## config.mk

```make
export PLATFORM = sky130hd
export DESIGN_NAME = if_fetch_queue_flat
export DESIGN_NICKNAME = d
export VERILOG_FILES = /design/src/rtl/if_fetch_queue_if.sv /design/src/rtl/if_fetch_queue.sv /design/src/flat_wrapper.sv
export SDC_FILE = /design/constraint.sdc
export NUM_CORES = 1
export LEC_CHECK = 0
export BUFFER_PORTS_ARGS = -buffer_cell sky130_fd_sc_hd__buf_4
export CORE_MARGIN = 5
export CORE_UTILIZATION = 35
export CTS_BUF_LIST = sky130_fd_sc_hd__clkbuf_4
export DETAILED_ROUTE_END_ITERATION = 10
export PLACE_DENSITY_LB_ADDON = 0.2
export RECOVER_POWER = 50
export SLEW_MARGIN = 20
export SYNTH_ARGS = -nofsm -noshare
export SYNTH_HDL_FRONTEND = slang
export SYNTH_SLANG_ARGS = --single-unit
```

## constraint.sdc

```tcl
create_clock -name clk -period 3.6 [get_ports clk]
set_input_delay 0.36 -clock clk [delete_from_list [all_inputs] [get_ports clk]]
set_output_delay 0.36 -clock clk [all_outputs]
set_load 0.01 [all_outputs]
```

## src/rtl/if_fetch_queue_if.sv

```systemverilog
// Handshake bundle between the PC/ROM stage, the fetch queue and decode.
// The slave side is the queue itself; the master side drives fetch/decode stimulus.
interface if_fetch_queue_if #(
  parameter int DEPTH = 4,
  parameter int AW    = 32,
  parameter int DW    = 32
);
  localparam int CW = $clog2(DEPTH) + 1;

  logic [AW-1:0] pc_i;
  logic          ce_i;
  logic [DW-1:0] inst_i;
  logic          flush_i;
  logic          id_ready_i;
  logic          id_valid_o;
  logic [AW-1:0] id_pc_o;
  logic [DW-1:0] id_inst_o;
  logic          stall_o;
  logic [CW-1:0] count_o;

  modport slave (
    input  pc_i, ce_i, inst_i, flush_i, id_ready_i,
    output id_valid_o, id_pc_o, id_inst_o, stall_o, count_o
  );

  modport master (
    output pc_i, ce_i, inst_i, flush_i, id_ready_i,
    input  id_valid_o, id_pc_o, id_inst_o, stall_o, count_o
  );
endinterface

```

## src/rtl/if_fetch_queue.sv

```systemverilog
// Circular {pc, inst} buffer between fetch and decode: stalls fetch when full,
// presents the oldest pair to decode, and empties itself on a pipeline flush.
module if_fetch_queue #(
  parameter int DEPTH = 4,
  parameter int AW    = 32,
  parameter int DW    = 32
) (
  input logic            clk,
  input logic            rst,
  if_fetch_queue_if.slave fq
);
  localparam int PW = $clog2(DEPTH);
  localparam int CW = PW + 1;
  localparam logic [CW-1:0] FULL_CNT = CW'(DEPTH);

  logic [AW-1:0] pc_mem_q   [DEPTH];
  logic [DW-1:0] inst_mem_q [DEPTH];

  logic [PW-1:0] wp_q, wp_d;
  logic [PW-1:0] rp_q, rp_d;
  logic [CW-1:0] cnt_q, cnt_d;

  logic full;
  logic empty;
  logic push;
  logic pop;

  assign full  = (cnt_q == FULL_CNT);
  assign empty = (cnt_q == '0);

  // A push while full is refused even if a pop frees a slot this cycle.
  assign push = fq.ce_i & ~full & ~fq.flush_i;
  assign pop  = fq.id_ready_i & ~empty & ~fq.flush_i;

  // NOTE: every always_comb output gets a default first, so no path can infer a latch.
  always_comb begin
    wp_d  = wp_q;
    rp_d  = rp_q;
    cnt_d = cnt_q;
    if (fq.flush_i) begin
      wp_d  = '0;
      rp_d  = '0;
      cnt_d = '0;
    end else begin
      if (push) wp_d = wp_q + PW'(1);
      if (pop)  rp_d = rp_q + PW'(1);
      case ({push, pop})
        2'b10:   cnt_d = cnt_q + CW'(1);
        2'b01:   cnt_d = cnt_q - CW'(1);
        default: cnt_d = cnt_q;
      endcase
    end
  end

  // NOTE: sequential state uses non-blocking assignments so every register samples pre-edge values.
  always_ff @(posedge clk) begin
    if (rst) begin
      wp_q  <= '0;
      rp_q  <= '0;
      cnt_q <= '0;
    end else begin
      wp_q  <= wp_d;
      rp_q  <= rp_d;
      cnt_q <= cnt_d;
    end
  end

  // NOTE: storage is not reset; empty entries are masked by cnt, so clearing them buys nothing.
  always_ff @(posedge clk) begin
    if (push) begin
      pc_mem_q[wp_q]   <= fq.pc_i;
      inst_mem_q[wp_q] <= fq.inst_i;
    end
  end

  assign fq.id_valid_o = ~empty;
  assign fq.id_pc_o    = empty ? '0 : pc_mem_q[rp_q];
  assign fq.id_inst_o  = empty ? '0 : inst_mem_q[rp_q];
  assign fq.stall_o    = full;
  assign fq.count_o    = cnt_q;
endmodule
```

## src/flat_wrapper.sv

```systemverilog
// flat-port wrapper written by rule: the top's interface ports become plain ports
module if_fetch_queue_flat 
#(
  parameter int DEPTH = 4,
  parameter int AW    = 32,
  parameter int DW    = 32
)
  (clk, rst, fq_pc_i, fq_ce_i, fq_inst_i, fq_flush_i, fq_id_ready_i, fq_id_valid_o, fq_id_pc_o, fq_id_inst_o, fq_stall_o, fq_count_o);
  if_fetch_queue_if #(.DEPTH(DEPTH), .AW(AW), .DW(DW)) fq_i ();
  input logic clk;
  input logic rst;
  input wire logic [$bits(fq_i.pc_i)-1:0] fq_pc_i;
  input wire logic [$bits(fq_i.ce_i)-1:0] fq_ce_i;
  input wire logic [$bits(fq_i.inst_i)-1:0] fq_inst_i;
  input wire logic [$bits(fq_i.flush_i)-1:0] fq_flush_i;
  input wire logic [$bits(fq_i.id_ready_i)-1:0] fq_id_ready_i;
  output wire logic [$bits(fq_i.id_valid_o)-1:0] fq_id_valid_o;
  output wire logic [$bits(fq_i.id_pc_o)-1:0] fq_id_pc_o;
  output wire logic [$bits(fq_i.id_inst_o)-1:0] fq_id_inst_o;
  output wire logic [$bits(fq_i.stall_o)-1:0] fq_stall_o;
  output wire logic [$bits(fq_i.count_o)-1:0] fq_count_o;
  assign fq_i.pc_i = fq_pc_i;
  assign fq_i.ce_i = fq_ce_i;
  assign fq_i.inst_i = fq_inst_i;
  assign fq_i.flush_i = fq_flush_i;
  assign fq_i.id_ready_i = fq_id_ready_i;
  assign fq_id_valid_o = fq_i.id_valid_o;
  assign fq_id_pc_o = fq_i.id_pc_o;
  assign fq_id_inst_o = fq_i.id_inst_o;
  assign fq_stall_o = fq_i.stall_o;
  assign fq_count_o = fq_i.count_o;
  if_fetch_queue #(.DEPTH(DEPTH), .AW(AW), .DW(DW)) u_core (.clk(clk), .rst(rst), .fq(fq_i));
endmodule
```

-- Yosys cells after proc, flatten, opt, wreduce, memory -nomap -nowiden
Memory sizes are Yosys's and may differ from the RTL's. A register that Yosys moved wholly into a read port is not among the register bits.
Cells that the tools add are included.
- output and inout port bits: 69
- logic and storage cells: 31
- memories kept: 2
- register bits after elaboration: 7
- input bits: 69
- memory bits (writable): 256
- reduce and logical (&&, ||, !) cells: 3
- bitwise logic cells: 7
- multiplexer cells: 9
- add/subtract/negate cells: 4
- equality and inequality tests: 3
- memories (memory ; depth ; width ; read ports ; clocked after Yosys merged registers in ; wr ports ; RTL line ; source):
    u_core.inst_mem_q ; 4 ; 32 ; 1 ; 1 ; 1 ; if_fetch_queue.sv:17 ; logic [DW-1:0] inst_mem_q [DEPTH];
    u_core.pc_mem_q ; 4 ; 32 ; 1 ; 1 ; 1 ; if_fetch_queue.sv:16 ; logic [AW-1:0] pc_mem_q [DEPTH];
- operator list (operator ; count):
    32-bit two-way mux ; 2
    2-bit two-way mux ; 4
    3-bit case mux with 2 select lines ; 1
    2-bit by 1-bit adder with 2-bit output (second input constant) ; 2
    1-bit AND ; 4
    3-bit by 1-bit adder with 3-bit output (second input constant) ; 1
    3-bit equality test (second input constant) ; 1
    3-bit logical NOT ; 1
    1-bit NOT ; 3
    3-bit by 1-bit subtractor with 3-bit output (second input constant) ; 1
    2-bit by 1-bit equality test with 1-bit output (second input constant) ; 1
    2-bit equality test (second input constant) ; 1
    1-bit two-way mux ; 2
    2-bit nonzero test ; 1
    2-bit OR reduction ; 1

-- Longest topological paths before layout
Gate-level depths: netlist of the first run.
- depth after elaboration: 6
- depth in mapped cells: 10
- mapped depth without buffers: 9

-- Least setup slack after synthesis of the first run
No wires, ideal clock.
- path kind: register to register
- from: register u_core.cnt_q[0] (netlist: u_core.fq.count_o[0])
- to: memory u_core.inst_mem_q[1][0] (enable)
- slack: 0.866 ns
- path buffers: 1
- data required time: 3.171 ns
- setup time: 0.429 ns
- cell stages (with the launch flop): 4
- data arrival time: 2.305 ns
- period minus slack after synthesis: 2.734 ns
- cell sequence: dfxtp_1 -> or3b_1 -> clkbuf_2 -> and3_1
- longest elaborated chain between the ends: 6
- ends and longest elaborated chain (what ; RTL line ; source):
    start, declared ; if_fetch_queue.sv:21 ; logic [CW-1:0] cnt_q, cnt_d;
    start signal, assigned ; if_fetch_queue.sv:64 ; cnt_q <= cnt_d;
    3-bit equality test ; if_fetch_queue.sv:28 ; assign full = (cnt_q == FULL_CNT);
    1-bit NOT ; if_fetch_queue.sv:32 ; assign push = fq.ce_i & ~full & ~fq.flush_i;
    1-bit AND (2 in series) ; if_fetch_queue.sv:32 ;
    1-bit two-way mux ; if_fetch_queue.sv:70 ; if (push) begin
    1-bit two-way mux (implied by the code) ; if_fetch_queue.sv:72 ; inst_mem_q[wp_q] <= fq.inst_i;
    end, declared ; if_fetch_queue.sv:17 ;
Every way passes these cells.

-- Worst setup path in the final report of the first run
- from: register u_core.cnt_q[2] (netlist: u_core.fq.count_o[2])
- to: output port fq_id_inst_o[11]
- longest elaborated chain between the ends: 2
- ends and longest elaborated chain (what ; RTL line ; source):
    3-bit logical NOT ; if_fetch_queue.sv:29 ; assign empty = (cnt_q == '0);
    32-bit two-way mux ; if_fetch_queue.sv:78 ; assign fq.id_inst_o = empty ? '0 : inst_mem_q[rp_q];
    end, declared ; flat_wrapper.sv:19 ; output wire logic [$bits(fq_i.id_inst_o)-1:0] fq_id_inst_o;
Every way passes these cells.

==> run_results.csv, run 1 <==
group,metric,value,unit
outcome,run_status,"finished with violations",
outcome,violations,"max-capacitance violations, max-slew violations",
critical_path,required,3.24,ns
critical_path,cp_common_cell,"buf_4",
clock_tree,cts_resized,0,
clock_tree,post_cts_buffers,0,
layout,postLayoutCellArea,12900,um2
placement,dp_hpwl,12000,um
routing,remaining_drc_errors,0,
routing,drtIter0Drc,231,
timing,finalHoldViolations,0,
critical_path,crit_type,"reg2out",
layout,layout_common_cells,"edfxtp_1 (256), clkbuf_4 (92), buf_4 (73)",
die,ioPinCount,138,
critical_path,critPathSlowestCell,"or3_2",
clock_tree,cts-root-buf,"clkbuf_4",
layout,drive_gt1_frac,0.320,
min_path,hold_path.startpoint,"rst",
die,core_area,28800,um2
critical_path,path_max_fanout,34,
die,die_height,181,um
grt,grt_max_degree,65,
critical_path,worstPathBufferInverterCount,2,
timing,worst_slack,0.684,ns
synth,synth_cell_types,31,
die,start_util,0.356,
critical_path,worstPathCellList,"or3_2, buf_4, and2_1, buf_4",
timing,max_freq,343,MHz
critical_path,r2r_slack,0.80,ns
placement,dp_worst_setup_slack,1.06,ns
clock_tree,cts_tree,"yes",
power,power.density,480,nW/um2
placement,io_buffers,137,
routing,routedWlPerCell,18.1,um
critical_path,max_stage_delay,0.82,ns
clock_tree,cts.sinks,265,
grt,grt_pass1_wl,33300,um
synth,avgSynthCellArea,22.2,um2
timing,fin_skew,0.0366,ns
critical_path,worstReg2RegStart,"u_core.fq.count_o[0]",
critical_path,critPathLaunchType,"register",
power,ir_worst_vdd,0.000191,V
routing,vias,5306,
grt,first_global_vias,6108,
synth,ys_seq_area_frac,0.768,
synth,syn-num-nets,536,
timing,setup_viol,0,
routing,finalWirelength,20900,um
layout,final.fill_count,2575,
timing,whs,0.0858,ns
critical_path,reg2reg_to,"u_core.inst_mem_q[2][8]",
die,die_w,181,um
placement,gp_congestion,0.689,
timing,grt_setup_unrepaired,"false",
clock_tree,cts_max_level,3,
routing,first_pass_iters,4,
layout,layout_commonest_cell,"edfxtp_1",
critical_path,arrival,2.56,ns
critical_path,path_depth,4,
timing,period_minus_slack,2.92,ns
timing,slew_headroom,-0.0623,
synth,ys_ff_latch,265,
layout,area_growth,26.2,%
grt,overflow,0,
min_path,holdPathStages,4,
die,num_rows,62,
clock_tree,path_clk_slew,0.07,ns
clock_tree,cts_inserted_buffers,71,
run,drv_cap,3,
timing,slew_violations,78,
min_path,min_delay_worst_endpoint,"u_core.wp_q[1]",
power,leakage,0.00435,uW
grt,grt_usage,0.130,
timing,worst_pin_slew,1.59,ns
synth,postSynthCellCount,461,
placement,place_area,11700,um2
layout,final_core_util,0.449,
die,die_area,32800,um2
clock_tree,clock_latency,0.63,ns
synth,syn-cell-area,10200,um2
layout,nNetsFinal,795,
timing,period_share,0.810,
timing,tns,0,ns
critical_path,worstRegToRegCells,3,
synth,synth_warnings,0,
routing,via_per_inst,4.60,
routing,ant_nets,0,
critical_path,cp-end-kind,"output port",
grt,antenna_found_initial,2,
clock_tree,cts_buffer_depth,3,
critical_path,cp_top_family,"simple AND/OR/NAND/NOR gates",
min_path,min_path_type,"in2reg",
[timing repair]
action,in CTS,in global routing
hold buffers,64,0
endpoints found under the hold margin,256,0
endpoints found under the setup margin,0,0
[logic make-up after synthesis]
| family | synth area share |
|---|---|
| flip-flops | 0.768 |
| AO/OA/AOI/OAI | 0.00562 |
| buffers and inverters | 0.0222 |
| adder cells (fa/ha/maj) | 0.00807 |
| AND/OR/NAND/NOR | 0.0500 |
| XOR/XNOR | 0.00342 |
| multiplexers | 0.142 |
[where the power goes]
group          switching (uW)  internal (uW)
Sequential               11.2           3430
Combinational             136            148
Clock                    1140           1340
Total                    1290           4910
[final cells by class]
class | count | area, um2 | share of cell area
sequential | 265 | 7880 | 0.609
multi-input combinational | 166 | 2140 | 0.166
timing repair buffer | 209 | 1540 | 0.119
clock buffer | 92 | 691 | 0.0534
tap | 384 | 480 | 0.0372
clock inverter | 29 | 168 | 0.0130
inverter | 7 | 26.3 | 0.00203
antenna | 1 | 2.50 | 0.000194
[cell usage after synthesis]
| cell | n | area [um2] |
|---|---|---|
| mux4_1 | 4 | 105 |
| and2_1 | 64 | 400 |
| and2_4 | 1 | 8.76 |
| and3_1 | 3 | 18.8 |
| buf_2 | 6 | 30.0 |
| clkbuf_1 | 8 | 30.0 |
| mux4_2 | 60 | 1350 |
| o21ai_0 | 1 | 5.00 |
| o31ai_2 | 1 | 12.5 |
| ha_1 | 5 | 62.6 |
| buf_6 | 1 | 11.3 |
| clkbuf_2 | 2 | 10.0 |
| nor2b_1 | 1 | 6.26 |
| o311ai_0 | 1 | 8.76 |
| or3_2 | 1 | 7.51 |
| a21o_2 | 1 | 8.76 |
| xor2_1 | 4 | 35.0 |
| inv_1 | 7 | 26.3 |
| edfxtp_1 | 256 | 7690 |
| dfxtp_1 | 9 | 180 |
| nand3_1 | 1 | 5.00 |
| nor2_1 | 8 | 30.0 |
| or3_1 | 1 | 6.26 |
| fa_1 | 1 | 20.0 |
| or3b_1 | 1 | 8.76 |
| nand4_1 | 1 | 6.26 |
| or2_2 | 1 | 6.26 |
| and3_2 | 1 | 7.51 |
| buf_12 | 6 | 120 |
| o31ai_1 | 1 | 7.51 |
| a21oi_1 | 3 | 15.0 |
[how the worst max path moves through the flow]
stage / from / to / slack (ns)
final: u_core.fq.count_o[2] / fq_id_inst_o[11] / 0.68
after global routing: u_core.fq.count_o[0] / fq_id_inst_o[11] / 0.47
after CTS: u_core.fq.count_o[2] / fq_id_inst_o[4] / 0.56
after detailed placement: u_core.fq.count_o[2] / u_core.fq.count_o[2] / 1.06
after global placement: u_core.fq.count_o[2] / u_core.fq.count_o[2] / 1.15
after floorplan: u_core.fq.count_o[0] / u_core.inst_mem_q[1][0] / 0.87
[layer usage]
layer / routed length [um] / global-route usage / up-vias
met5: 0 / 0 / -
met4: 259 / 0.0477 / 0
met1: 8540 / 0.158 / 2700
li1: - / - / 2428
met2: 10900 / 0.221 / 155
met3: 1220 / 0.0388 / 23
[sequential cells by signal, summed over array words and instances, names as in the netlist, named ones only]
| signal | flops |
|---|---|
| u_core.fq.count_o | 3 |
| u_core.wp_q | 2 |
| u_core.rp_q | 2 |
| u_core.pc_mem_q | 128 |
| u_core.inst_mem_q | 128 |
[worst register-to-register path, stage by stage, from the launching register on]
cell     delay (ns)
dfxtp_1        0.46
or3b_1         0.30
and3_1         1.27
buf_12         0.39
[per-stage QoR]
stage / total power, uW / cells
6_report: 6200 / 1153
3_5_place_dp: 3770 / 967
3_3_place_gp: 3760 / 967
5_1_grt: 6520 / 1153
4_1_cts: 6360 / 1152
2_1_floorplan: 3610 / 461
Power figures use the tool's default switching activity.
==> run 2: changes to the inputs <==
Clock period 3.6 ns to 2.5 ns, I/O delays scaled along.
==> run_results.csv, run 2 (synthesis gave the netlist of run 1 again) <==
group,metric,value,unit
outcome,run_status,"finished, final reports clean",
grt,first_global_vias,6128,
critical_path,crit_type,"reg2out",
grt,use_met1,0.167,
critical_path,critPathLaunchType,"register",
min_path,min_path_type,"in2reg",
critical_path,worstPathBufferInverterCount,3,
die,die_area,32800,um2
clock_tree,cts_max_level,3,
grt,busiest_layer,"met2",
critical_path,critPathSlowestCell,"mux4_2",
power,p_sw_frac,0.207,
power,power.density,663,nW/um2
layout,area_growth,31.5,%
power,leakage,0.00456,uW
power,p_seq_frac,0.554,
grt,grt_pass1_wl,33700,um
grt,antenna_found_initial,1,
timing,fin_skew,0.0299,ns
critical_path,arrival,2.18,ns
grt,overflow,0,
layout,nNetsFinal,812,
critical_path,worstReg2RegStart,"u_core.fq.count_o[0]",
critical_path,cp_top_family,"multiplexers",
min_path,min_delay_worst_endpoint,"u_core.rp_q[0]",
critical_path,cp-end-kind,"output port",
power,clockPowerShare,0.394,
clock_tree,cts_tree,"yes",
placement,dp_hpwl,12000,um
timing,period_minus_slack,2.43,ns
critical_path,r2r_slack,0.11,ns
timing,tns,0,ns
power,internal_power,7080,uW
routing,remaining_drc_errors,0,
timing,max_freq,411,MHz
routing,vias,5416,
layout,layout_commonest_cell,"edfxtp_1",
clock_tree,path_clk_slew,0.06,ns
run,drv_cap,0,
grt,grt_usage,0.131,
clock_tree,cts.sinks,265,
critical_path,reg2reg_to,"u_core.fq.count_o[2]",
routing,via_per_inst,4.63,
die,start_util,0.356,
timing,slew_headroom,0.338,
layout,layout_common_cells,"edfxtp_1 (256), clkbuf_4 (97), dlygate4sd3_1 (68)",
critical_path,required,2.25,ns
grt,use_met2,0.217,
die,num_rows,62,
critical_path,worstRegToRegCells,9,
layout,drive_gt1_frac,0.399,
power,comb_power_share,0.052,
routing,ant_nets,0,
grt,grt_max_degree,66,
timing,slew_violations,0,
clock_tree,cts_inserted_buffers,69,
power,ir_worst_vdd,0.000366,V
timing,worst_pin_slew,0.992,ns
min_path,holdPathStages,4,
clock_tree,cts_buffer_depth,3,
die,die_w,181,um
routing,routedWlPerCell,18.7,um
die,core_area,28800,um2
clock_tree,clock_latency,0.61,ns
grt,use_met3,0.0366,
placement,io_buffers,137,
placement,gp_congestion,0.735,
layout,layout.cells.non_filler,1171,
die,ioPinCount,138,
clock_tree,cts-root-buf,"clkbuf_4",
routing,first_pass_iters,4,
routing,finalWirelength,21900,um
timing,grt_setup_unrepaired,"true",
timing,finalHoldViolations,0,
routing,drtIter0Drc,180,
die,die_height,181,um
critical_path,max_stage_delay,0.52,ns
timing,setup_viol,0,
critical_path,path_max_fanout,9,
critical_path,worstPathCellList,"buf_12, clkbuf_16, mux4_2, and2_4, buf_6",
power,p_sw,1840,uW
timing,period_share,0.974,
min_path,hold_path.startpoint,"fq_id_ready_i",
placement,place_inst,973,
-- run 2: worst min-delay path: stages --
cell and delay, ns:
buf_4 0.12, o31ai_1 0.10, xor2_1 0.10, nor2_1 0.08
-- run 2: power groups by stage --
stage / sequential [uW] / combinational (uW) / clock (uW)
final: 4950 / 463 / 3510
after global routing: 4950 / 505 / 3910
after CTS: 4950 / 491 / 3670
after detailed placement: 5040 / 387 / 0
after global placement: 5040 / 376 / 0
after floorplan: 5040 / 159 / 0
-- run 2: what timing repair did --
item / 4_1_cts / 5_1_grt
resized for setup: 33 / 61
hold endpoints to repair: 265 / 0
endpoints found under the setup margin: 64 / 65
pin swaps: 0 / 0
buffers inserted: 1 / 2
hold buffers: 68 / 0
cloned: 0 / 6
-- run 2: per-stage QoR --
step,setup WS [ns],area [um2],utilization,hold WS [ns],total power (uW)
after floorplan,0.0847,10200,-,0.349,5200
after global placement,0.183,11800,0.409,0.448,5410
after detailed placement,0.0578,11800,0.409,0.456,5430
after CTS,-0.0608,13400,0.465,0.0146,9110
after global routing,-0.0527,13500,0.468,0.0922,9370
final,0.0662,13500,0.468,0.0999,8920
-- run 2: worst max path at each step --
| stage | from | to | slack (ns) | cells past startpoint |
|---|---|---|---|---|
| finish | register | fq_id_inst_o[7] | 0.07 | 5 |
| detailed placement | u_core.fq.count_o[2] | u_core.fq.count_o[2] | 0.06 | 9 |
| floorplan | u_core.fq.count_o[2] | u_core.fq.count_o[2] | 0.08 | 10 |
| global route | register | fq_id_inst_o[0] | -0.05 | 5 |
| CTS | register | fq_id_inst_o[1] | -0.06 | 4 |
| global placement | u_core.fq.count_o[2] | u_core.fq.count_o[2] | 0.18 | 9 |
-- run 2: routing by layer --
layer / wire length (um) / vias up
met4: 360 / 0
met1: 9390 / 2739
li1: - / 2471
met2: 10900 / 175
met3: 1210 / 31
met5: 0 / -
-- run 2: final cells by class --
class / count / area (um2)
Clock inverter: 22 / 114
Sequential cell: 265 / 7880
Tap cell: 384 / 480
Multi-Input combinational cell: 166 / 2250
Fill cell: 2572 / 15300
Antenna cell: 2 / 5.00
Clock buffer: 97 / 728
Inverter: 7 / 26.3
Timing Repair Buffer: 228 / 1990
==> run 3: changes to the inputs <==
Settings changed: GPL_TIMING_DRIVEN from default to 0.
==> run_results.csv, run 3 (synthesis gave the netlist of run 1 again) <==
group,metric,value,unit
outcome,run_status,"finished, final reports clean",
power,comb_power_share,0.052,
grt,grt_pass1_wl,34200,um
placement,dp_hpwl,12800,um
grt,antenna_found_initial,1,
critical_path,crit_type,"reg2out",
clock_tree,clock_latency,0.63,ns
clock_tree,cts-root-buf,"clkbuf_4",
layout,final_core_util,0.480,
placement,place_inst,986,
layout,layout.cells.non_filler,1196,
timing,worst_pin_slew,0.900,ns
min_path,min_path_type,"in2reg",
power,leakage,0.00476,uW
power,internal_power,7480,uW
timing,slew_violations,0,
layout,layout_commonest_cell,"edfxtp_1",
power,clockPowerShare,0.420,
layout,postLayoutCellArea,13800,um2
clock_tree,cts_inserted_buffers,73,
routing,routedWlPerCell,18.3,um
timing,grt_setup_unrepaired,"true",
timing,fin_skew,0.0319,ns
layout,area_growth,34.9,%
clock_tree,cts_max_level,3,
clock_tree,path_clk_slew,0.05,ns
routing,finalWirelength,21900,um
timing,slew_headroom,0.400,
power,p_total,9370,uW
clock_tree,cts_buffer_depth,3,
placement,gp_congestion,0.717,
clock_tree,cts.sinks,265,
die,die_area,32800,um2
die,start_util,0.356,
critical_path,arrival,2.13,ns
layout,layout_common_cells,"edfxtp_1 (256), clkbuf_4 (115), dlygate4sd3_1 (67)",
routing,vias,5491,
routing,drtIter0Drc,158,
placement,place_area,11900,um2
die,num_rows,62,
timing,max_freq,421,MHz
routing,via_per_inst,4.59,
power,p_sw,1900,uW
timing,finalHoldViolations,0,
clock_tree,cts_tree,"yes",
timing,period_share,0.950,
grt,overflow,0,
routing,first_pass_iters,4,
grt,grt_usage,0.133,
run,drv_cap,0,
placement,io_buffers,137,
routing,remaining_drc_errors,0,
critical_path,critPathLaunchType,"register",
grt,first_global_vias,6273,
grt,grt_max_degree,43,
critical_path,required,2.25,ns
critical_path,path_max_fanout,5,
power,power.density,679,nW/um2
power,p_seq_frac,0.528,
layout,nNetsFinal,836,
timing,setup_viol,0,
power,ir_worst_vdd,0.000314,V
timing,period_minus_slack,2.38,ns
die,die_height,181,um
routing,ant_nets,0,
die,core_area,28800,um2
layout,drive_gt1_frac,0.444,
critical_path,cp-end-kind,"output port",
power,p_sw_frac,0.202,
timing,tns,0,ns
die,ioPinCount,138,
die,die_w,181,um
-- run 3: cell types whose count changed in the layout (fill, tap and decap cells not counted), moves of 5 or more --
| cell | delta |
|---|---|
| buf_4 | +25 |
| clkbuf_4 | +18 |
| and2_1 | -15 |
| buf_6 | -15 |
| and2_4 | +15 |
| buf_12 | +5 |
-- run 3: cell type report --
class                   instances  area (um2)
diodes                          2        5.00
plain buffers                  23         264
clock buffers                 108         811
clock inverters                16         145
fillers                      2487       15000
inverters                       7        26.3
multi-input cells             166        2290
flip-flops and latches        265        7880
well taps                     384         480
repair buffers                225        1910
-- run 3: per-stage QoR --
stage / hold slack, ns / worst slack (ns)
floorplan: 0.349 / 0.0847
global placement: 0.449 / -0.293
detailed placement: 0.453 / -0.0749
CTS: 0.0229 / 0.00286
global route: 0.0427 / -0.0110
finish: 0.0934 / 0.125
-- run 3: final timing paths --
kind	startpoint	end	slack [ns]	cells after the start
worst max register to register	u_core.fq.count_o[0]	u_core.fq.count_o[2]	0.15	10
worst max-delay path	register	fq_id_pc_o[26]	0.12	6
worst min-delay path	fq_flush_i	u_core.wp_q[0]	0.09	4
worst min register to register	u_core.rp_q[0]	u_core.rp_q[0]	0.54	2
-- run 3: timing repair --
item	CTS	global route
hold buffers	67	0
hold endpoints to repair	259	0
cloned	0	6
setup buffers	1	10
resized for setup	30	89
setup endpoints to repair	65	57
pin swaps	0	47
-- run 3: critical path, cell delays in order (launching register included) --
cell       delay (ns)
dfxtp_2          0.33
buf_12           0.12
buf_6            0.11
clkbuf_16        0.14
mux4_2           0.50
and2_4           0.17
buf_4            0.13
-- run 3: power by group through the flow --
stage | clock network [uW] | logic (uW) | registers [uW]
2_1_floorplan | 0 | 159 | 5040
3_3_place_gp | 0 | 372 | 5040
3_5_place_dp | 0 | 396 | 5050
4_1_cts | 4110 | 490 | 4950
5_1_grt | 4400 | 530 | 4950
6_report | 3940 | 486 | 4950
-- run 3: metal layers --
metal,part of all wire,routed length [um],GRT usage
met5,0,0,0
met4,0.011,232,0.0438
met3,0.055,1200,0.0436
met2,0.51,11200,0.223
met1,0.43,9330,0.163
